==> src/rtl/gpio_pkg.sv <==
// Shared constants for the GPIO switch/LED block: register map, bus width and
// the mirror initiator's state encoding.
package gpio_pkg;
    localparam int          GPIO_DW      = 16;
    localparam int          GPIO_SW_ADR  = 0;
    localparam int          GPIO_LED_ADR = 1;
    localparam logic [1:0]  GPIO_SEL_ALL = 2'b11;

    localparam logic [1:0]  ST_IDLE = 2'd0;
    localparam logic [1:0]  ST_RD   = 2'd1;
    localparam logic [1:0]  ST_WR   = 2'd2;

    typedef logic [GPIO_DW-1:0] gpio_word_t;
endpackage

==> src/rtl/gpio_mirror_master_if.sv <==
// Wishbone bundle between the GPIO mirror initiator and the GPIO slave.
// Signal names keep the initiator's point of view (_o driven by the master).
interface gpio_mirror_master_if #(parameter int ADR_W = 1);
    import gpio_pkg::*;

    logic [ADR_W-1:0] wb_adr_o;
    gpio_word_t       wb_dat_o;
    gpio_word_t       wb_dat_i;
    logic [1:0]       wb_sel_o;
    logic             wb_we_o;
    logic             wb_stb_o;
    logic             wb_cyc_o;
    logic             wb_ack_i;

    modport master (
        output wb_adr_o, wb_dat_o, wb_sel_o, wb_we_o, wb_stb_o, wb_cyc_o,
        input  wb_dat_i, wb_ack_i
    );

    modport slave (
        input  wb_adr_o, wb_dat_o, wb_sel_o, wb_we_o, wb_stb_o, wb_cyc_o,
        output wb_dat_i, wb_ack_i
    );
endinterface

==> src/rtl/wb_timeout_cnt.sv <==
// 8-bit handshake watchdog: counts while enabled, clears on request and flags
// the last cycle before a transfer must be abandoned (count == TIMEOUT-1).
module wb_timeout_cnt #(
    parameter int TIMEOUT = 15
) (
    input  logic clk_i,
    input  logic rst_ni,
    input  logic clr_i,
    input  logic en_i,
    output logic tc_o
);
    logic [7:0] cnt_q, cnt_d;

    // Clear has priority so a new phase always starts from zero.
    always_comb begin
        cnt_d = cnt_q;
        if (clr_i)     cnt_d = 8'd0;
        else if (en_i) cnt_d = cnt_q + 8'd1;
    end

    // Count register.
    always_ff @(posedge clk_i or negedge rst_ni) begin
        if (!rst_ni) cnt_q <= 8'd0;
        else         cnt_q <= cnt_d;
    end

    assign tc_o = (cnt_q == 8'(TIMEOUT - 1));
endmodule

==> src/rtl/gpio_mirror_master.sv <==
// Polls the GPIO switch register on each enabled tick rising edge and mirrors
// any new value (XOR-masked) into the LED register over Wishbone.
module gpio_mirror_master
    import gpio_pkg::*;
#(
    parameter int         ADR_W   = 1,
    parameter int         SW_ADR  = GPIO_SW_ADR,
    parameter int         LED_ADR = GPIO_LED_ADR,
    parameter gpio_word_t LED_XOR = 16'h0000,
    parameter int         TIMEOUT = 15
) (
    input  logic                 wb_clk_i,
    input  logic                 wb_rst_i,
    gpio_mirror_master_if.master wb,
    input  logic                 tick,
    input  logic                 enable,
    output gpio_word_t           sw_val,
    output logic                 sw_chg,
    output logic                 bus_err,
    output logic                 busy
);
    logic [1:0]       state_q, state_d;
    logic             cyc_q, cyc_d, stb_q, stb_d, we_q, we_d;
    logic [ADR_W-1:0] adr_q, adr_d;
    gpio_word_t       dat_q, dat_d, sw_val_q, sw_val_d;
    logic [1:0]       sel_q, sel_d;
    logic             sw_chg_q, sw_chg_d, bus_err_q, bus_err_d;
    logic             first_q, first_d, tick_old_q, tick_old_d;
    logic             ack_ok, tick_rise, tmo_tc;

    // ack only counts while a strobe is out; a late ack after abort is ignored.
    assign ack_ok    = stb_q & wb.wb_ack_i;
    assign tick_rise = tick & ~tick_old_q;

    wb_timeout_cnt #(.TIMEOUT(TIMEOUT)) u_tmo (
        .clk_i  (wb_clk_i),
        .rst_ni (wb_rst_i),
        .clr_i  (~cyc_q | ack_ok),
        .en_i   (cyc_q),
        .tc_o   (tmo_tc)
    );

    // Poll FSM: ack beats the watchdog when both land on the same cycle.
    always_comb begin
        state_d    = state_q;
        cyc_d      = cyc_q;
        stb_d      = stb_q;
        we_d       = we_q;
        adr_d      = adr_q;
        dat_d      = dat_q;
        sw_val_d   = sw_val_q;
        sw_chg_d   = 1'b0;
        bus_err_d  = bus_err_q;
        first_d    = first_q;
        tick_old_d = tick;
        case (state_q)
            ST_IDLE: begin
                if (tick_rise && enable) begin
                    state_d = ST_RD;
                    cyc_d   = 1'b1;
                    stb_d   = 1'b1;
                    we_d    = 1'b0;
                    adr_d   = ADR_W'(SW_ADR);
                end
            end
            ST_RD: begin
                if (ack_ok) begin
                    sw_val_d  = wb.wb_dat_i;
                    bus_err_d = 1'b0;
                    if (wb.wb_dat_i != sw_val_q || first_q) begin
                        // Back-to-back write: cyc stays high, adr/we switch.
                        sw_chg_d = 1'b1;
                        first_d  = 1'b0;
                        state_d  = ST_WR;
                        we_d     = 1'b1;
                        adr_d    = ADR_W'(LED_ADR);
                        dat_d    = wb.wb_dat_i ^ LED_XOR;
                    end else begin
                        state_d = ST_IDLE;
                        cyc_d   = 1'b0;
                        stb_d   = 1'b0;
                    end
                end else if (tmo_tc) begin
                    state_d   = ST_IDLE;
                    cyc_d     = 1'b0;
                    stb_d     = 1'b0;
                    we_d      = 1'b0;
                    bus_err_d = 1'b1;
                end
            end
            ST_WR: begin
                if (ack_ok || tmo_tc) begin
                    state_d   = ST_IDLE;
                    cyc_d     = 1'b0;
                    stb_d     = 1'b0;
                    we_d      = 1'b0;
                    bus_err_d = ~ack_ok;
                end
            end
            default: begin
                state_d = ST_IDLE;
                cyc_d   = 1'b0;
                stb_d   = 1'b0;
                we_d    = 1'b0;
            end
        endcase
        sel_d = cyc_d ? GPIO_SEL_ALL : 2'b00;
    end

    // State and registered bus outputs.
    always_ff @(posedge wb_clk_i or negedge wb_rst_i) begin
        if (!wb_rst_i) begin
            state_q    <= ST_IDLE;
            cyc_q      <= 1'b0;
            stb_q      <= 1'b0;
            we_q       <= 1'b0;
            adr_q      <= '0;
            dat_q      <= '0;
            sel_q      <= 2'b00;
            sw_val_q   <= '0;
            sw_chg_q   <= 1'b0;
            bus_err_q  <= 1'b0;
            first_q    <= 1'b1;
            tick_old_q <= 1'b0;
        end else begin
            state_q    <= state_d;
            cyc_q      <= cyc_d;
            stb_q      <= stb_d;
            we_q       <= we_d;
            adr_q      <= adr_d;
            dat_q      <= dat_d;
            sel_q      <= sel_d;
            sw_val_q   <= sw_val_d;
            sw_chg_q   <= sw_chg_d;
            bus_err_q  <= bus_err_d;
            first_q    <= first_d;
            tick_old_q <= tick_old_d;
        end
    end

    assign wb.wb_adr_o = adr_q;
    assign wb.wb_dat_o = dat_q;
    assign wb.wb_sel_o = sel_q;
    assign wb.wb_we_o  = we_q;
    assign wb.wb_stb_o = stb_q;
    assign wb.wb_cyc_o = cyc_q;
    assign sw_val      = sw_val_q;
    assign sw_chg      = sw_chg_q;
    assign bus_err     = bus_err_q;
    assign busy        = cyc_q;
endmodule

==> src/flat_wrapper.sv <==
// flat-port wrapper written by rule: the top's interface ports become plain ports
module gpio_mirror_master_flat import gpio_pkg::*;
#(
    parameter int         ADR_W   = 1,
    parameter int         SW_ADR  = GPIO_SW_ADR,
    parameter int         LED_ADR = GPIO_LED_ADR,
    parameter gpio_word_t LED_XOR = 16'h0000,
    parameter int         TIMEOUT = 15
)
  (wb_clk_i, wb_rst_i, tick, enable, sw_val, sw_chg, bus_err, busy, wb_wb_adr_o, wb_wb_dat_o, wb_wb_sel_o, wb_wb_we_o, wb_wb_stb_o, wb_wb_cyc_o, wb_wb_dat_i, wb_wb_ack_i);
  gpio_mirror_master_if #(.ADR_W(ADR_W)) wb_i ();
  input  logic wb_clk_i;
  input  logic wb_rst_i;
  input  logic tick;
  input  logic enable;
  output gpio_word_t sw_val;
  output logic sw_chg;
  output logic bus_err;
  output logic busy;
  output wire logic [$bits(wb_i.wb_adr_o)-1:0] wb_wb_adr_o;
  output wire logic [$bits(wb_i.wb_dat_o)-1:0] wb_wb_dat_o;
  output wire logic [$bits(wb_i.wb_sel_o)-1:0] wb_wb_sel_o;
  output wire logic [$bits(wb_i.wb_we_o)-1:0] wb_wb_we_o;
  output wire logic [$bits(wb_i.wb_stb_o)-1:0] wb_wb_stb_o;
  output wire logic [$bits(wb_i.wb_cyc_o)-1:0] wb_wb_cyc_o;
  input wire logic [$bits(wb_i.wb_dat_i)-1:0] wb_wb_dat_i;
  input wire logic [$bits(wb_i.wb_ack_i)-1:0] wb_wb_ack_i;
  assign wb_wb_adr_o = wb_i.wb_adr_o;
  assign wb_wb_dat_o = wb_i.wb_dat_o;
  assign wb_wb_sel_o = wb_i.wb_sel_o;
  assign wb_wb_we_o = wb_i.wb_we_o;
  assign wb_wb_stb_o = wb_i.wb_stb_o;
  assign wb_wb_cyc_o = wb_i.wb_cyc_o;
  assign wb_i.wb_dat_i = wb_wb_dat_i;
  assign wb_i.wb_ack_i = wb_wb_ack_i;
  gpio_mirror_master #(.ADR_W(ADR_W), .SW_ADR(SW_ADR), .LED_ADR(LED_ADR), .LED_XOR(LED_XOR), .TIMEOUT(TIMEOUT)) u_core (.wb_clk_i(wb_clk_i), .wb_rst_i(wb_rst_i), .wb(wb_i), .tick(tick), .enable(enable), .sw_val(sw_val), .sw_chg(sw_chg), .bus_err(bus_err), .busy(busy));
endmodule
==> config.mk <==
export PLATFORM = sky130hd
export DESIGN_NAME = gpio_mirror_master_flat
export DESIGN_NICKNAME = d
export VERILOG_FILES = /design/src/rtl/gpio_pkg.sv /design/src/rtl/gpio_mirror_master_if.sv /design/src/rtl/wb_timeout_cnt.sv /design/src/rtl/gpio_mirror_master.sv /design/src/flat_wrapper.sv
export SDC_FILE = /design/constraint.sdc
export NUM_CORES = 1
export LEC_CHECK = 0
export CORE_ASPECT_RATIO = 0.5
export CORE_MARGIN = 1.5
export CORE_UTILIZATION = 40
export DETAILED_ROUTE_END_ITERATION = 8
export GPL_ROUTABILITY_DRIVEN = 0
export PLACE_DENSITY_LB_ADDON = 0.05
export SYNTH_ARGS = -nofsm -noshare
export SYNTH_HDL_FRONTEND = slang
export SYNTH_HIERARCHICAL = 1
export SYNTH_SLANG_ARGS = --single-unit
==> constraint.sdc <==
create_clock -name wb_clk_i -period 3.7 [get_ports wb_clk_i]
set_clock_uncertainty 0.15 [all_clocks]
set_input_delay 0.74 -clock wb_clk_i [delete_from_list [all_inputs] [get_ports wb_clk_i]]
set_output_delay 0.74 -clock wb_clk_i [all_outputs]
set_load 0.1 [all_outputs]
==> summary by stage <==
Min path
The cell depth of the worst min-delay path is 2. The type of the most critical hold path is flop to flop. In this run the most critical hold path is launched from u_core/wb.wb_adr_o$_DFFE_PN0P_. The sink of the worst hold path is u_core/wb.wb_adr_o$_DFFE_PN0P_.

Synth
The biggest area contributor in the post-synthesis netlist is sky130_fd_sc_hd__dfrtp_1. The number of nets produced by synthesis is 206. Yosys mapped a number of flops with a built-in enable equal to 0.

The count of cell types in the netlist is 37. Averaged over all synthesized cells, the footprint is 12.5 um2. Of the post-synthesis cell area, the dominant cell type holds 0.535. The share of the Yosys chip area taken by registers is 0.546. The number of standard cells after synthesis is 183.

The synthesized design contains 50 register bits. The combined area of all synthesized cells is 2290 um2. In the synthesized netlist the dominant register cell turns out to be sky130_fd_sc_hd__dfrtp_1.

Yosys attributes the largest share of cell area to sky130_fd_sc_hd__dfrtp_1 53%, sky130_fd_sc_hd__mux2_2 16%, sky130_fd_sc_hd__xor2_1 6.1%, sky130_fd_sc_hd__a21oi_1 2.0%, sky130_fd_sc_hd__xnor2_1 1.9%. The proportion of register bits with asynchronous set or reset after synthesis is 1.00. The count of yosys warnings during synthesis is 6.

Critical path
Grouping stages by cell kind, the critical path spends the most delay in buffers and inverters. The slowest cell on the critical path is sky130_fd_sc_hd__clkdlybuf4s50_1. The endpoint identified for the worst register-to-register timing path is u_core/wb.wb_dat_o[6]$_DFFE_PN0P_. The largest single stage delay on the critical path is 0.46 ns. The critical path data arrival time is 2.90 ns. The worst setup path is captured at a flop.

The required time of the critical path is 3.72 ns. The setup path with the least slack is of type input pin to flop. Along the worst path, the maximum fanout reaches 14. STA classifies the critical path startpoint as an input pin.

The number of buffer and inverter stages on the critical path is 2. Measured in cells, the most critical reg-to-reg path has a length of 6. The origin of the critical flop-to-flop path is u_core/sw_val[6]$_DFFE_PN0P_.

The worst-case register-to-register setup slack is 1.31 ns. The critical path goes through clkdlybuf4s50_1, xor2_1, nor4_1, nand3_1, o21ai_2, buf_4, mux2_2.

Layout
Relative to the synthesized area, the layout overhead comes to 34.5%. In the final layout, the share of cells above drive strength 1 is 0.224. The fill cell total of the finished layout is 491. 0 antenna diodes ended up in the layout.

The net count of the finished layout is 268.

STA
Setup repair after global routing left no endpoint under its margin. The number of pins exceeding their max-slew limit in the final report is 0. After routing, the total negative slack on setup checks comes to 0 ns. The count of endpoints failing hold in the final timing report is 0. The shortest period the worst path allows is 2.89 ns.

The post-route clock period utilization is 0.780. The relative max-transition margin is 0.339. For the pin with the worst max-slew slack, the measured transition is 0.989 ns. Static timing analysis puts the maximum clock frequency at 347 MHz. Setup violations remaining at the end of the flow were counted as 0.

Floorplanning
The initialized floorplan defines 19 standard-cell rows. Pin placement for this block handled 62 I/O pins. The die boundary width is 110 um.

The core area is 5490 um2. The height of the die is 56.5 um. The initial core utilization is 0.417. The floorplan step defined a die boundary enclosing 6220 um2.

Clocking
The quantity of gates resized following cts is 0. The clock insertion delay at the later pin of the skew report is 0.28 ns. Hold repair after CTS inserted 0 buffers.

After clock tree synthesis, the setup repair step added 0 buffers. The sink count of the clock tree is 50. The buffer type at the clock tree root is sky130_fd_sc_hd__clkbuf_16.

The number of levels in the clock H-tree is 2. The number of buffers created by CTS is 5. The clock-pin slew reported for the worst setup and hold paths after clock tree synthesis is 0.06 ns. The clock passes through at most 2 buffers. The clock tree from TritonCTS is done.

Place
Once detailed placement completed, the half-perimeter wirelength came to 3280 um. Buffers placed on the I/O ports in this run total 61.

Outcome
The run finished with clean final reports.

Routing
For this block, the routed nets add up to 4590 um of wire. The remaining number of nets flagged by the antenna check after routing is 0. In this run, the number of DRC markers left after iteration 0 of detailed routing was 111. The detailed-router iteration count before antenna repair is 4. In the final routed layout, each cell accounts on average for 14.4 um.

The via total after detailed routing is 1562. After detailed routing, the number of vias per cell comes to 4.90. The number of DRC violations after detailed routing is 0.

GRT
The global-route wire length before repair is 7850 um. The total congestion overflow after global routing is 0. For this run, the total global-route usage over all layers was measured as 0.168. The initial antenna violation count is 0. The via count of the first global-routing pass is 1639.

The pin count of the biggest net entering global routing is 39.

Job
Max-cap violations in this run came to 0.
==> worst min-delay path, delay by kind of cell, from the launching register on <==
family,cells,cell delay [ns]
DFF,1,0.35
and+or+nand+nor,2,0.11
==> registers in the layout, summed over array words and instances, names as in the netlist <==
name                flops
u_core/bus_err          1
u_core/u_tmo/cnt_q      8
u_core/wb.wb_sel_o      1
u_core/sw_val          16
u_core/wb.wb_stb_o      1
u_core/wb.wb_adr_o      1
u_core/sw_chg           1
u_core/wb.wb_we_o       1
u_core/state_q          2
u_core/wb.wb_dat_o     16
u_core/tick_old_q       1
u_core/first_q          1
==> metal layers <==
layer,up-vias,GRT usage,share of wire
met4,0,0.0501,0.011
met5,-,0,0
met2,28,0.247,0.44
li1,759,-,-
met1,770,0.240,0.52
met3,5,0.0476,0.036
==> cell families (layout without fill, tap and decap cells) <==
kind of cell,count (synthesis),in the layout,share of synthesized area
flops,50,50,0.546
simple gates,41,41,0.102
mux,32,32,0.157
compound gates,23,23,0.0600
xor+xnor,21,21,0.0802
buf+inv,13,76,0.0388
fa+ha+maj,3,3,0.0153
==> per-stage QoR <==
step	setup WS (ns)	instances	hold WS (ns)	utilization	area, um2
6_report	0.814	319	0.334	0.561	3080
5_1_grt	0.627	319	0.360	0.561	3080
4_1_cts	0.790	319	0.338	0.561	3080
3_5_place_dp	0.506	311	0.322	0.534	2930
3_3_place_gp	0.554	311	0.320	0.534	2930
2_1_floorplan	1.18	183	0.294	-	2290
==> cell usage in the layout (no fill, tap or decap), types with 2 or more instances in the layout <==
| cell type | n |
|---|---|
| sky130_fd_sc_hd__clkdlybuf4s50_1 | 56 |
| sky130_fd_sc_hd__dfrtp_1 | 49 |
| sky130_fd_sc_hd__mux2_2 | 32 |
| sky130_fd_sc_hd__xor2_1 | 16 |
| sky130_fd_sc_hd__a21oi_1 | 9 |
| sky130_fd_sc_hd__buf_4 | 8 |
| sky130_fd_sc_hd__nand2_1 | 8 |
| sky130_fd_sc_hd__nor2_1 | 7 |
| sky130_fd_sc_hd__clkbuf_16 | 5 |
| sky130_fd_sc_hd__xnor2_1 | 5 |
| sky130_fd_sc_hd__o21ai_0 | 5 |
| sky130_fd_sc_hd__nand2b_1 | 4 |
| sky130_fd_sc_hd__nand4_1 | 3 |
| sky130_fd_sc_hd__nor4_1 | 3 |
| sky130_fd_sc_hd__nand3_1 | 3 |
| sky130_fd_sc_hd__inv_1 | 3 |
| sky130_fd_sc_hd__nor2b_1 | 3 |
| sky130_fd_sc_hd__nor3_1 | 2 |
| sky130_fd_sc_hd__o31ai_1 | 2 |
| sky130_fd_sc_hd__or4_1 | 2 |
| sky130_fd_sc_hd__ha_1 | 2 |
==> synth_stat cells, types with 2 or more instances <==
cell,n
sky130_fd_sc_hd__a21oi_1,9
sky130_fd_sc_hd__buf_2,2
sky130_fd_sc_hd__buf_4,4
sky130_fd_sc_hd__buf_6,3
sky130_fd_sc_hd__dfrtp_1,49
sky130_fd_sc_hd__ha_1,2
sky130_fd_sc_hd__inv_1,3
sky130_fd_sc_hd__mux2_2,32
sky130_fd_sc_hd__nand2_1,8
sky130_fd_sc_hd__nand2b_1,4
sky130_fd_sc_hd__nand3_1,3
sky130_fd_sc_hd__nand4_1,3
sky130_fd_sc_hd__nor2_1,7
sky130_fd_sc_hd__nor2b_1,3
sky130_fd_sc_hd__nor3_1,2
sky130_fd_sc_hd__nor4_1,3
sky130_fd_sc_hd__o21ai_0,5
sky130_fd_sc_hd__o31ai_1,2
sky130_fd_sc_hd__or4_1,2
sky130_fd_sc_hd__xnor2_1,5
sky130_fd_sc_hd__xor2_1,16
==> how the worst max path moves through the flow <==
stage | from | endpoint | slack [ns] | cells past startpoint
2_1_floorplan | u_core/wb.wb_stb_o$_DFFE_PN0P_ | u_core/u_tmo/cnt_q[7]$_DFFE_PN0P_ | 1.18 | 6
3_3_place_gp | wb_wb_dat_i[6] | u_core/wb.wb_dat_o[14]$_DFFE_PN0P_ | 0.55 | 7
3_5_place_dp | wb_wb_dat_i[6] | u_core/wb.wb_dat_o[6]$_DFFE_PN0P_ | 0.51 | 7
4_1_cts | wb_wb_dat_i[3] | u_core/wb.wb_dat_o[6]$_DFFE_PN0P_ | 0.79 | 7
5_1_grt | wb_wb_dat_i[3] | u_core/wb.wb_dat_o[0]$_DFFE_PN0P_ | 0.63 | 7
6_report | wb_wb_dat_i[3] | u_core/wb.wb_dat_o[6]$_DFFE_PN0P_ | 0.81 | 7
==> area by class of cell <==
type | count | area [um2] | area share
timing repair buffer | 65 | 626 | 0.203
multi-input combinational | 120 | 951 | 0.308
clock inverter | 2 | 12.5 | 0.00406
clock buffer | 6 | 139 | 0.0450
sequential | 50 | 1250 | 0.406
inverter | 3 | 11.3 | 0.00365
tap | 73 | 91.3 | 0.0296
Power is left out: the tool's default activity adds up to more than one toggle a clock period on the data nets, which glitch-free logic cannot reach.
==> patch 1, RTL diff (same settings) <==
Change the package constant `GPIO_DW` from 16 to 20.
--- a/src/rtl/gpio_pkg.sv
+++ b/src/rtl/gpio_pkg.sv
@@ -2,5 +2,5 @@
 // the mirror initiator's state encoding.
 package gpio_pkg;
-    localparam int          GPIO_DW      = 16;
+    localparam int          GPIO_DW      = 20;
     localparam int          GPIO_SW_ADR  = 0;
     localparam int          GPIO_LED_ADR = 1;
Ports: changed (resized sw_val, wb_wb_dat_i and wb_wb_dat_o); port bits go from 62 to 74. No check against the original RTL was run, so the function may have changed too.
==> patch 1 against the original RTL <==
Worst setup slack improved by 0.11 ns. Final area increased by 20%. Register-to-register slack improved by 0.09 ns. Wire length increased by 19%. Via count increased by 15%. Area after synthesis increased by 16%. Sequential share of layout area decreased by 1.5 points. Count of clock-buffer cells in the layout increased by 7. Synthesized cell count increased by 11%. Sequential cell count increased by 8.
Power is not shown: default switching activity piles up to over one toggle a cycle in this logic, so the estimate is an artifact.
==> patch 1: results (changes against the original RTL) <==
Status
  – Status: finished clean

Yosys
  – Post-synthesis adder-cell area fraction: 0.938% (-0.59 points)
  – Synth Area in XOR/XNOR: 7.88% (-0.14 points)
  – Most frequent cells after synthesis: dfrtp_1 (57), mux2_2 (27), xor2_1 (20), mux2_4 (13)
  – Mux cell area share after synthesis: 18.7% (+3.0 points)
  – Seq/Total Area, Yosys: 54.5% (-0.18 points)
  – Synth Area in Compound Gates: 5.16% (-0.84 points)
  – Synth unique cells: 34 (-8.1%)
  – Syn Nets: 230 (+12%)
  – Mapped Avg Cell Area: 13.1 sq um (+4.9%)
  – Largest cells by area after synthesis: dfrtp_1 (53%), mux2_2 (11%), mux2_4 (7.3%)

CTS
  – Clock Latency Late Sink: 0.31 ns (+0.03 ns)
  – Clock slew at reported path FFs: about 0.050 ns
  – H-Tree Level Count: 3 (+1)
  – Num CTS Buffers: 9 (+4)

Global route
  – Largest net degree at the start of global routing: 31 (-21%)
  – GRT Total Usage: 16.3% (-0.48 points)
  – First-pass GRT wire length: 8.96 mm (+14%)
  – Vias in the first global route: 1828 (+12%)
  – Initial antenna violation count: 0 (unchanged)

Routing
  – Drt wl/cell: 14.5 microns (+0.96%)
  – Iter 0 DRT Violations: 106 (-4.5%)
  – DRT Pass-1 Iters: 4 (unchanged)
  – Routed vias/inst: 4.81 (-1.8%)

Setup path
  – Worst path slowest cell: clkdlybuf4s50_1
  – R2r endpoint: u_core/wb.wb_dat_o[0]
  – CP Data Arrival Time: 1.89 ns (-1.01 ns)
  – Crit path capture: sw_val[12]
  – Setup crit start: u_core/sw_val[12]
  – R2r setup slk: 1.40 ns (+0.09 ns)
  – CP peak stage delay: 1.16 ns (+0.70 ns)
  – Critical Path Fanout Max: 3 (-11)
  – Critical R2R Launch: u_core/sw_val[15]

Timing
  – Slew Limit Headroom: 33.7% (-0.14 points)

Final layout
  – Layout cells sized above 1: 24.7% (+2.4 points)
  – Fin nets: 309 (+15%)

Place
  – PortBufs: 73 (+20%)
  – DP HPWL: 3.91 mm (+19%)

Min path
  – HP Class: primary input to async pin
==> patch 1: final cells by class <==
type                       instances  area [sq um]
clock buffer                      13           250
clock inverter                     3          15.0
fill                             540          2540
inverter                           3          11.3
multi-input combinational        132          1120
sequential                        58          1450
tap                               88           110
timing repair buffer              78           753
==> patch 1: routing by layer <==
metal	share of wire, %	up-vias	wire length, microns	global-route usage [%]
met2	45	43	2450	26.2
li1	-	870	-	-
met5	0	-	0	0
met1	49	882	2690	20.7
met4	1.0	0	55	5.16
met3	4.6	8	252	6.48
==> patch 1: through the flow <==
step | setup WS (ns) | utilization (%) | cell area (sq um) | std cells | hold slack, ns
2_1_floorplan | 1.09 | - | 2670 | 203 | 0.294
3_3_place_gp | 0.557 | 55.1 | 3450 | 359 | 0.314
3_5_place_dp | 0.569 | 55.1 | 3450 | 359 | 0.319
4_1_cts | 0.908 | 59.3 | 3710 | 375 | 0.337
5_1_grt | 0.838 | 59.3 | 3710 | 375 | 0.356
6_report | 0.924 | 59.3 | 3710 | 375 | 0.319
==> patch 2, RTL diff (config.mk and constraints unchanged) <==
Without the edit above. Make the reset (`rst_ni` and `wb_rst_i`) synchronous in 2 clocked blocks.
--- a/src/rtl/wb_timeout_cnt.sv
+++ b/src/rtl/wb_timeout_cnt.sv
@@ -20,5 +20,5 @@
 
     // Count register.
-    always_ff @(posedge clk_i or negedge rst_ni) begin
+    always_ff @(posedge clk_i) begin
         if (!rst_ni) cnt_q <= 8'd0;
         else         cnt_q <= cnt_d;
--- a/src/rtl/gpio_mirror_master.sv
+++ b/src/rtl/gpio_mirror_master.sv
@@ -109,5 +109,5 @@
 
     // State and registered bus outputs.
-    always_ff @(posedge wb_clk_i or negedge wb_rst_i) begin
+    always_ff @(posedge wb_clk_i) begin
         if (!wb_rst_i) begin
             state_q    <= ST_IDLE;
Check against the original RTL: differs if wb_rst_i is asserted again (counterexample within 4 cycles, from zero or initial values and one cycle with wb_rst_i low); with wb_rst_i held inactive, the same outputs for 10 cycles.
==> patch 2 against the original RTL <==
Sequential cell count unchanged. Final area rose by 6.9%. Wire length is 39% higher. Highest routed layer unchanged. Maximum frequency rose by 6.3%. Critical endpoint is now sw_val[3]. Critical path type is now register to primary output. Area after synthesis is 11% higher. Worst setup slack better by 0.17 ns.
Power is left out: it rests on default switching activity, and per cell area and clock period it moved more than threefold.
==> patch 2: results (changes against the original RTL) <==
Final layout
  – Ant diodes: 0 (unchanged)
  – Fillers: 610 (+24%)
  – Layout cells sized above 1: 8.22% (-14 points)
  – Fin nets: 375 (+40%)
  – Non-Filler Instances: 441 (+38%)

Timing
  – Slew Limit Headroom: 35.1% (+1.2 points)

Routing
  – Iter 0 DRT Violations: 158 (+42%)
  – DRT Pass-1 Iters: 4 (unchanged)
  – Routed vias/inst: 5.38 (+9.9%)
  – WL final: 6.40 mm (+39%)

Setup path
  – Crit path max-delay family: buffers and inverters
  – Worst path slowest cell: clkdlybuf4s50_1
  – CP Data Arrival Time: 1.82 ns (-1.08 ns)
  – CP peak stage delay: 1.15 ns (+0.69 ns)
  – Critical Path Fanout Max: 3 (-11)

Global route
  – Vias in the first global route: 2156 (+32%)
  – First-pass GRT wire length: 10.2 mm (+30%)
  – Largest net degree at the start of global routing: 38 (-2.6%)
  – Initial antenna violation count: 0 (unchanged)
  – GRT Total Usage: 19.1% (+2.4 points)

Place
  – Dpl cells: 433 (+39%)
  – DP HPWL: 4.43 mm (+35%)
  – Setup WS pre-CTS: 0.794 ns (+0.288 ns)
  – PortBufs: 61 (unchanged)

CTS
  – Clock Latency Late Sink: about 0.29 ns
  – Post-CTS sizing: 0 (unchanged)
  – Num CTS Buffers: 5 (unchanged)
  – Clock Tree Buf Depth: 2 (unchanged)
  – Root Buffer: clkbuf_16
  – Clock slew at reported path FFs: around 0.07 ns
  – Setup bufs post-CTS: 0 (unchanged)
  – H-Tree Level Count: 2 (unchanged)

Yosys
  – Synth unique cells: 44 (+19%)
  – Syn Nets: 329 (+60%)
  – Seq/Total Area, Yosys: 39.3% (-15 points)
  – Yosys Warn Count: 6 (unchanged)
  – Post-Synthesis Cells: 306 (+67%)
  – FFs w/ async S/R, synth: 0% (-100 points)
  – Most frequent cells after synthesis: dfxtp_1 (50), nand2_1 (40), nand4_1 (40), a21oi_1 (25), nand3_1 (24)
  – Largest cells by area after synthesis: dfxtp_1 (39%), nand4_1 (9.8%), nand2_1 (5.9%)

Status
  – Status: finished clean

Min path
  – HP Class: register to register
==> patch 2: cells by family after synthesis <==
kind of cell / synth area share (%)
buf+inv: 7.12
fa+ha+maj: 0.982
compound gates: 13.7
xor+xnor: 7.22
flops: 39.3
simple gates: 31.7
==> patch 2: final cells by class <==
class / count / share of cell area (%)
Inverter: 3 / 0.342
Clock buffer: 7 / 4.02
Tap cell: 88 / 3.34
Multi-Input combinational cell: 224 / 41.4
Timing Repair Buffer: 68 / 19.6
Sequential cell: 50 / 30.4
Clock inverter: 1 / 0.911
==> patch 2: per-stage QoR <==
stage / instance area, sq um / utilization [%]
3_3_place_gp: 3130 / 51.3
5_1_grt: 3300 / 54.0
6_report: 3300 / 54.0
2_1_floorplan: 2550 / -
3_5_place_dp: 3130 / 51.3
4_1_cts: 3300 / 54.0
==> patch 2: path summary, 6_finish.rpt <==
check	from	endpoint	slack, ns	cells past startpoint
setup / recovery	u_core/sw_val[3]	sw_val[3]	0.99	1
hold / removal	u_core/first_q	u_core/first_q	0.29	2
setup reg to reg	u_core/u_tmo/cnt_q[0]	u_core/wb.wb_we_o	1.40	8
hold reg to reg	u_core/first_q	u_core/first_q	0.29	2
==> patch 2: per-layer routing <==
metal	global-route usage [%]	part of all wire, %
met1	25.2	48
met2	32.6	46
met3	4.40	5.3
met4	3.83	0.25
met5	0	0
